## src/rtl/o_ru_rst_sequencer.sv

```systemverilog
// O-RU reset sequencer: staged reset release, rst pulse-width monitor
// and saturating uptime counter for the O-RU clock domain.
module o_ru_rst_sequencer #(
  parameter int NUM_STAGES     = 4,
  parameter int STAGE_DELAY    = 16,
  parameter int MIN_RST_CYCLES = 5120,
  parameter int CNT_W          = 32
) (
  input  logic                  clk,
  input  logic                  rst,
  input  logic                  clear_err,
  output logic [NUM_STAGES-1:0] stage_rst,
  output logic                  all_ready,
  output logic [CNT_W-1:0]      rst_cycles,
  output logic                  rst_short_err,
  output logic [CNT_W-1:0]      uptime
);

  localparam logic [CNT_W-1:0] ONE  = CNT_W'(1);
  localparam logic [CNT_W-1:0] CMAX = '1;
  localparam logic [CNT_W-1:0] SMAX =
    CNT_W'(NUM_STAGES * STAGE_DELAY);

  // Stages are held as "released" flags so that the all-zero
  // power-up state of every register equals the reset state.
  logic [NUM_STAGES-1:0] released;
  logic                  rst_q;
  logic [CNT_W-1:0]      rst_len;
  logic [CNT_W-1:0]      since;
  logic [CNT_W-1:0]      since_inc;
  logic                  capture;
  logic                  short_cap;

  assign stage_rst = ~released;
  assign since_inc = since + ONE;
  assign capture   = rst_q & ~rst;
  assign short_cap = capture &
    (64'(rst_len) < 64'(MIN_RST_CYCLES));

  always_ff @(posedge clk) begin
    rst_q <= rst;
    if (rst) begin
      released  <= '0;
      all_ready <= 1'b0;
      uptime    <= '0;
      since     <= '0;
      if (!rst_q)
        rst_len <= ONE;
      else if (rst_len != CMAX)
        rst_len <= rst_len + ONE;
    end else begin
      if (since != SMAX)
        since <= since_inc;
      if (uptime != CMAX)
        uptime <= uptime + ONE;
      for (int k = 0; k < NUM_STAGES; k++) begin
        if (64'(since_inc) == 64'((k + 1) * STAGE_DELAY))
          released[k] <= 1'b1;
      end
      if (since_inc == SMAX)
        all_ready <= 1'b1;
    end
    if (capture)
      rst_cycles <= rst_len;
    // A short capture on the same edge beats a clear request.
    if (short_cap)
      rst_short_err <= 1'b1;
    else if (clear_err)
      rst_short_err <= 1'b0;
  end

endmodule

```

## config.mk

```make
export PLATFORM = sky130hd
export DESIGN_NAME = o_ru_rst_sequencer
export DESIGN_NICKNAME = d
export VERILOG_FILES = /design/src/rtl/o_ru_rst_sequencer.sv
export SDC_FILE = /design/constraint.sdc
export NUM_CORES = 1
export LEC_CHECK = 0
export ABC_CLOCK_PERIOD_IN_PS = 6000
export CELL_PAD_IN_SITES_DETAIL_PLACEMENT = 0
export CELL_PAD_IN_SITES_GLOBAL_PLACEMENT = 1
export CORE_MARGIN = 4
export CORE_UTILIZATION = 47
export CTS_CLUSTER_SIZE = 16
export DETAILED_ROUTE_END_ITERATION = 7
export PLACE_DENSITY = 0.95
export SLEW_MARGIN = 20
export SYNTH_ARGS = -nofsm -noshare
export SYNTH_HDL_FRONTEND = slang
export SYNTH_SLANG_ARGS = --single-unit
```

## constraint.sdc

```tcl
create_clock -name clk -period 6 [get_ports clk]
set_input_delay 1.2 -clock clk [delete_from_list [all_inputs] [get_ports clk]]
set_output_delay 1.2 -clock clk [all_outputs]
set_load 0.02 [all_outputs]
```

# Yosys cells after proc, flatten, opt, wreduce, memory -nomap -nowiden
# Index checks and enable logic that the tools add are counted.
[totals]
ff_bits = 134
in_bits = 3
output_inout_bits = 70
[classes]
add_sub_neg = 3
magnitude_cmp = 1
n_eq_ne = 8
mux = 1
n_bitwise = 4
n_reduce_logical = 1
[ops]
columns = ["op", "n"]
rows = [
  ["$add 32x1->32 const B", 3],
  ["$eq 32x6->1 const B", 2],
  ["$ne 32x32->1 const B", 2],
  ["$eq 32x5->1 const B", 1],
  ["$eq 32x7->1 const B", 1],
  ["$lt 32x13->1 const B", 1],
  ["$mux 32", 1],
  ["$ne 32x7->1 const B", 1],
  ["$not 4->4", 1],
  ["$and 1x1->1", 2],
  ["$ne 2x1->1 const B", 1],
  ["$reduce_and 2->1", 1],
  ["$not 1->1", 1],
]

# Longest topological paths before layout
[depth]
depth_word = 3
ltp_mapped = 9

# Worst setup path after synthesis
# Ideal clock, no wire load.
[synth_timing]
path_type = "input to register"
from = "input rst"
to = "register rst_short_err"
setup_time_ns = 0.080
t_arrival_ns = 3.190
required_time_ns = 5.920
setup_slack_ns = 2.730
stages = 4
path_buffers = 1
path_cell_list = "clkbuf_1 nor2b_1 nand4_1 o22ai_1"
[synth_between]
elab_chain_cells = 3
[synth_lines]
columns = ["item", "line_no", "rtl"]
rows = [
  ["from (decl)", "10", "input logic rst,"],
  ["$not 1->1", "36", "assign capture = rst_q & ~rst;"],
  ["$and 1x1->1", "36", ""],
  ["net capture", "31", "logic capture;"],
  ["$and 1x1->1", "37", "assign short_cap = capture &"],
  ["to (signal assigned)", "67", "rst_short_err <= 1'b1;"],
  ["to (signal assigned)", "69", "rst_short_err <= 1'b0;"],
  ["to (decl)", "15", "output logic rst_short_err,"],
]
# The timed path passes the listed nets, and every way through them passes these cells.
# A chain may end at the register's enable or synchronous reset.

# Final worst setup path
[layout_timing]
from = "register since[1]"
to = "register released[3]"
[layout_between]
elab_chain_cells = 2
[layout_lines]
columns = ["item", "line_no", "rtl"]
rows = [
  ["from (decl)", "29", "logic [CNT_W-1:0] since;"],
  ["from (signal assigned)", "53", "since <= since_inc;"],
  ["$add 32x1->32", "35", "assign since_inc = since + ONE;"],
  ["$eq 32x7->1", "57", "if (64'(since_inc) == 64'((k + 1) * STAGE_DELAY))"],
  ["to (signal assigned)", "43", "released <= '0;"],
  ["to (signal, indexed assignment)", "58", "released[k] <= 1'b1;"],
  ["to (decl)", "26", "logic [NUM_STAGES-1:0] released;"],
]
# Every way passes these cells.

==> results.sh <==
export IMPL_p_int_uw=1650
export IMPL_place_congestion=0.869
export IMPL_leakagePower_uw=0.00273
export IMPL_fill_cells=1095
export IMPL_hold_violations=0
export IMPL_clockBufferDepth=2
export IMPL_cts_tree="built"
export IMPL_ys_seq_elements=134
export IMPL_n_antenna_cell=0
export IMPL_syn_to_final_growth_pct=21.6
export IMPL_endpoint_kind="flop"
export IMPL_grt_pass1_wl_um=23100
export IMPL_cp_startpoint="since[1]"
export IMPL_pwr_share_clk_pct=46.8
export IMPL_fin_setup_tns_ns=0
export IMPL_utilization_pct=59.1
export IMPL_ios=73
export IMPL_min_from="rst_short_err"
export IMPL_ctsResizeCount=0
export IMPL_outcome="finished, final reports clean"
export IMPL_final_max_slew_violation_count=0
export IMPL_rows=42
export IMPL_finalClockSkew_ns=0.00916
export IMPL_ir_worst_vdd_v=0.000142
export IMPL_synth_edf_count=64
export IMPL_ys_types=50
export IMPL_synth_area_per_cell_um2=9.88
export IMPL_fp_coreArea_um2=13400
export IMPL_root_buffer="clkbuf_16"
export IMPL_r2r_start="since[1]"
export IMPL_die_h_um=126
export IMPL_antenna_found_initial=0
export IMPL_tightest_slew_ns=0.938
export IMPL_start_util_pct=48.6
export IMPL_synth_top_flop_cell="dfxtp_1"
export IMPL_power_switching_uw=432
export IMPL_via_count=4968
export IMPL_wl_um=13600
export IMPL_yosysSeqAreaShare_pct=51.0
export IMPL_met3_usage_pct=4.49
export IMPL_ant_nets=0
export IMPL_worstSetupStartpointType="flop"
export IMPL_finalCritPeriodShare_pct=47.8
export IMPL_clkSinkCount=134
export IMPL_cap_violations=0
export IMPL_ys_async_sr_fraction_pct=0
export IMPL_power_density_nw_per_um2=263
export IMPL_netlist_area_um2=6510
export IMPL_postCtsHoldBufs=0
export IMPL_critical_path_class="reg -> reg"
export IMPL_maxSlewHeadroom_pct=37.4
export IMPL_clock_latency_ns=0.41
export IMPL_met2_usage_pct=27.8
export IMPL_first_iter_violations=418
export IMPL_dpl_hpwl_um=9500
export IMPL_fin_crit_ns=2.87
export IMPL_drive_gt1_share_pct=6.37
export IMPL_port_buffers=72
export IMPL_hp_class="reg -> reg"
export IMPL_crit_required_ns=6.33
export IMPL_fp_dieArea_um2=15800
export IMPL_synth_fp_nets=666
export IMPL_cts_inserted_buffers=17
export IMPL_die_width_um=126
export IMPL_cts_setup_buffers=0
export IMPL_setup_viol=0
export IMPL_grt_pass1_vias=4861
export IMPL_grt_overflow=0
export IMPL_busiest_layer="met2"
export IMPL_ctsHtreeMaxLevel=4
export IMPL_syn_inst=659
export IMPL_detail_route_wl_per_cell_um=14.9
export IMPL_globalRouteMet1Util_pct=23.6
export IMPL_clkTransAtPathRegs_ns=0.05
export IMPL_yosysWarnings=0
export IMPL_drc=0
export IMPL_cp_max_fo=10
export IMPL_critPathArrivalTime_ns=3.19
export IMPL_sw_frac_of_total_pct=20.7
export IMPL_power_frac_comb_pct=4.3
export IMPL_power_share_sequential_pct=48.9
export IMPL_dr_pass1_iters=5
export IMPL_grt_max_degree=46
export IMPL_nets=732
export IMPL_avgViaCountPerCell=5.44
export IMPL_fmax_mhz=349
export IMPL_track_usage_pct=17.7
export IMPL_rsz0062_at_grt="no"
synth_stat cells, types with 3 or more instances:
cell type  count  share of area (%)
a21boi_0       4               0.46
a21oi_1        9               0.69
and2_1        30                2.9
and3_1        23                2.2
and4_1         6               0.81
buf_2          6               0.46
clkbuf_1      20                1.2
dfxtp_1       70                 22
edfxtp_1      64                 30
ha_1           4               0.77
inv_1         16               0.92
mux2i_1        8                1.2
nand2_1       48                2.8
nand2b_1       4               0.38
nand3_1       46                3.5
nand4_1       27                2.6
nor2_1        87                5.0
nor2b_1        5               0.48
nor3_1        20                1.5
nor4_1        11                1.1
o2111ai_1      3               0.40
o21a_1         3               0.35
o21ai_0       17                1.3
o22ai_1        4               0.38
or3_1         11                1.1
xnor2_1       48                6.5
xor2_1        36                4.8
per-stage QoR:
| step | setup slack, ns | area [um^2] | total power (uW) | hold WS (ns) | cells |
|---|---|---|---|---|---|
| floorplan | 2.73 | 6510 | 1090 | 0.424 | 659 |
| global placement | 2.98 | 7360 | 1120 | 0.459 | 882 |
| detailed placement | 2.94 | 7360 | 1130 | 0.481 | 882 |
| CTS | 3.16 | 7920 | 2100 | 0.489 | 914 |
| global route | 2.91 | 7920 | 2170 | 0.514 | 914 |
| finish | 3.13 | 7920 | 2090 | 0.483 | 914 |
metal layers:
metal | share of wire (%) | wire length [um]
met1 | 47 | 6330
met2 | 46 | 6290
met3 | 5.7 | 781
met4 | 1.5 | 200
met5 | 0 | 0
critical path: stages, from the launching register on:
cell and delay (ns):
dfxtp_1 0.43, ha_1 0.25, nand3_2 0.25, nor3_2 0.50, nand3_1 0.26, o21ai_0 0.22, o2111ai_1 0.13, a2111o_1 0.47
o32ai_2 0.27
path summary, 6_finish.rpt:
path | cells after the start | end | slack [ns]
hold reg to reg | 2 | rst_short_err | 0.48
setup reg to reg | 8 | released[3] | 3.13
setup / recovery | 8 | released[3] | 3.13
hold / removal | 2 | rst_short_err | 0.48
layout by cell type (no fill, tap or decap), drive strengths merged, types with 3 or more instances in the layout:
| cell | count |
|---|---|
| nor2 | 88 |
| clkdlybuf4s50 | 72 |
| dfxtp | 70 |
| edfxtp | 64 |
| nand2 | 49 |
| xnor2 | 48 |
| nand3 | 47 |
| xor2 | 36 |
| and2 | 30 |
| nand4 | 30 |
| clkbuf | 28 |
| and3 | 23 |
| nor3 | 21 |
| o21ai | 17 |
| inv | 16 |
| nor4 | 15 |
| or3 | 12 |
| a21oi | 9 |
| mux2i | 8 |
| and4 | 6 |
| nor2b | 5 |
| nand2b | 4 |
| a21boi | 4 |
| o22ai | 4 |
| ha | 4 |
| o2111ai | 3 |
| o21a | 3 |
| clkinv | 3 |
| buf | 3 |
logic make-up after synthesis:
group,share of synthesized area [%]
AOI/OAI and AO/OA,5.21
xor gates and xnor gates,11.3
adders and majority gates,0.769
buffers and inverters,2.77
DFF,51.0
muxes,1.23
and+or+nand+nor,27.7
state kept, by name, indices dropped and copies added, names as in the netlist:
register,count
rst_cycles,32
rst_len,32
since,32
uptime,32
released,4
rst_q,1
rst_short_err,1
cell type report:
cell class | count | area [um^2] | area share, %
clock inverter | 4 | 45.0 | 0.569
multi-input combinational | 481 | 3010 | 38.0
inverter | 16 | 60.1 | 0.758
timing repair buffer | 75 | 743 | 9.38
tap | 176 | 220 | 2.78
sequential | 134 | 3320 | 42.0
clock buffer | 28 | 517 | 6.52
power groups by stage:
| stage | Sequential [uW] | Clock [uW] | Combinational [uW] |
|---|---|---|---|
| finish | 1020 | 976 | 89.9 |
| global route | 1020 | 1050 | 98.1 |
| CTS | 1020 | 994 | 91.2 |
| detailed placement | 1040 | 0 | 90.7 |
| global placement | 1040 | 0 | 87.8 |
| floorplan | 1040 | 0 | 47.4 |
No activity file was read; power rests on OpenSTA's default activity.
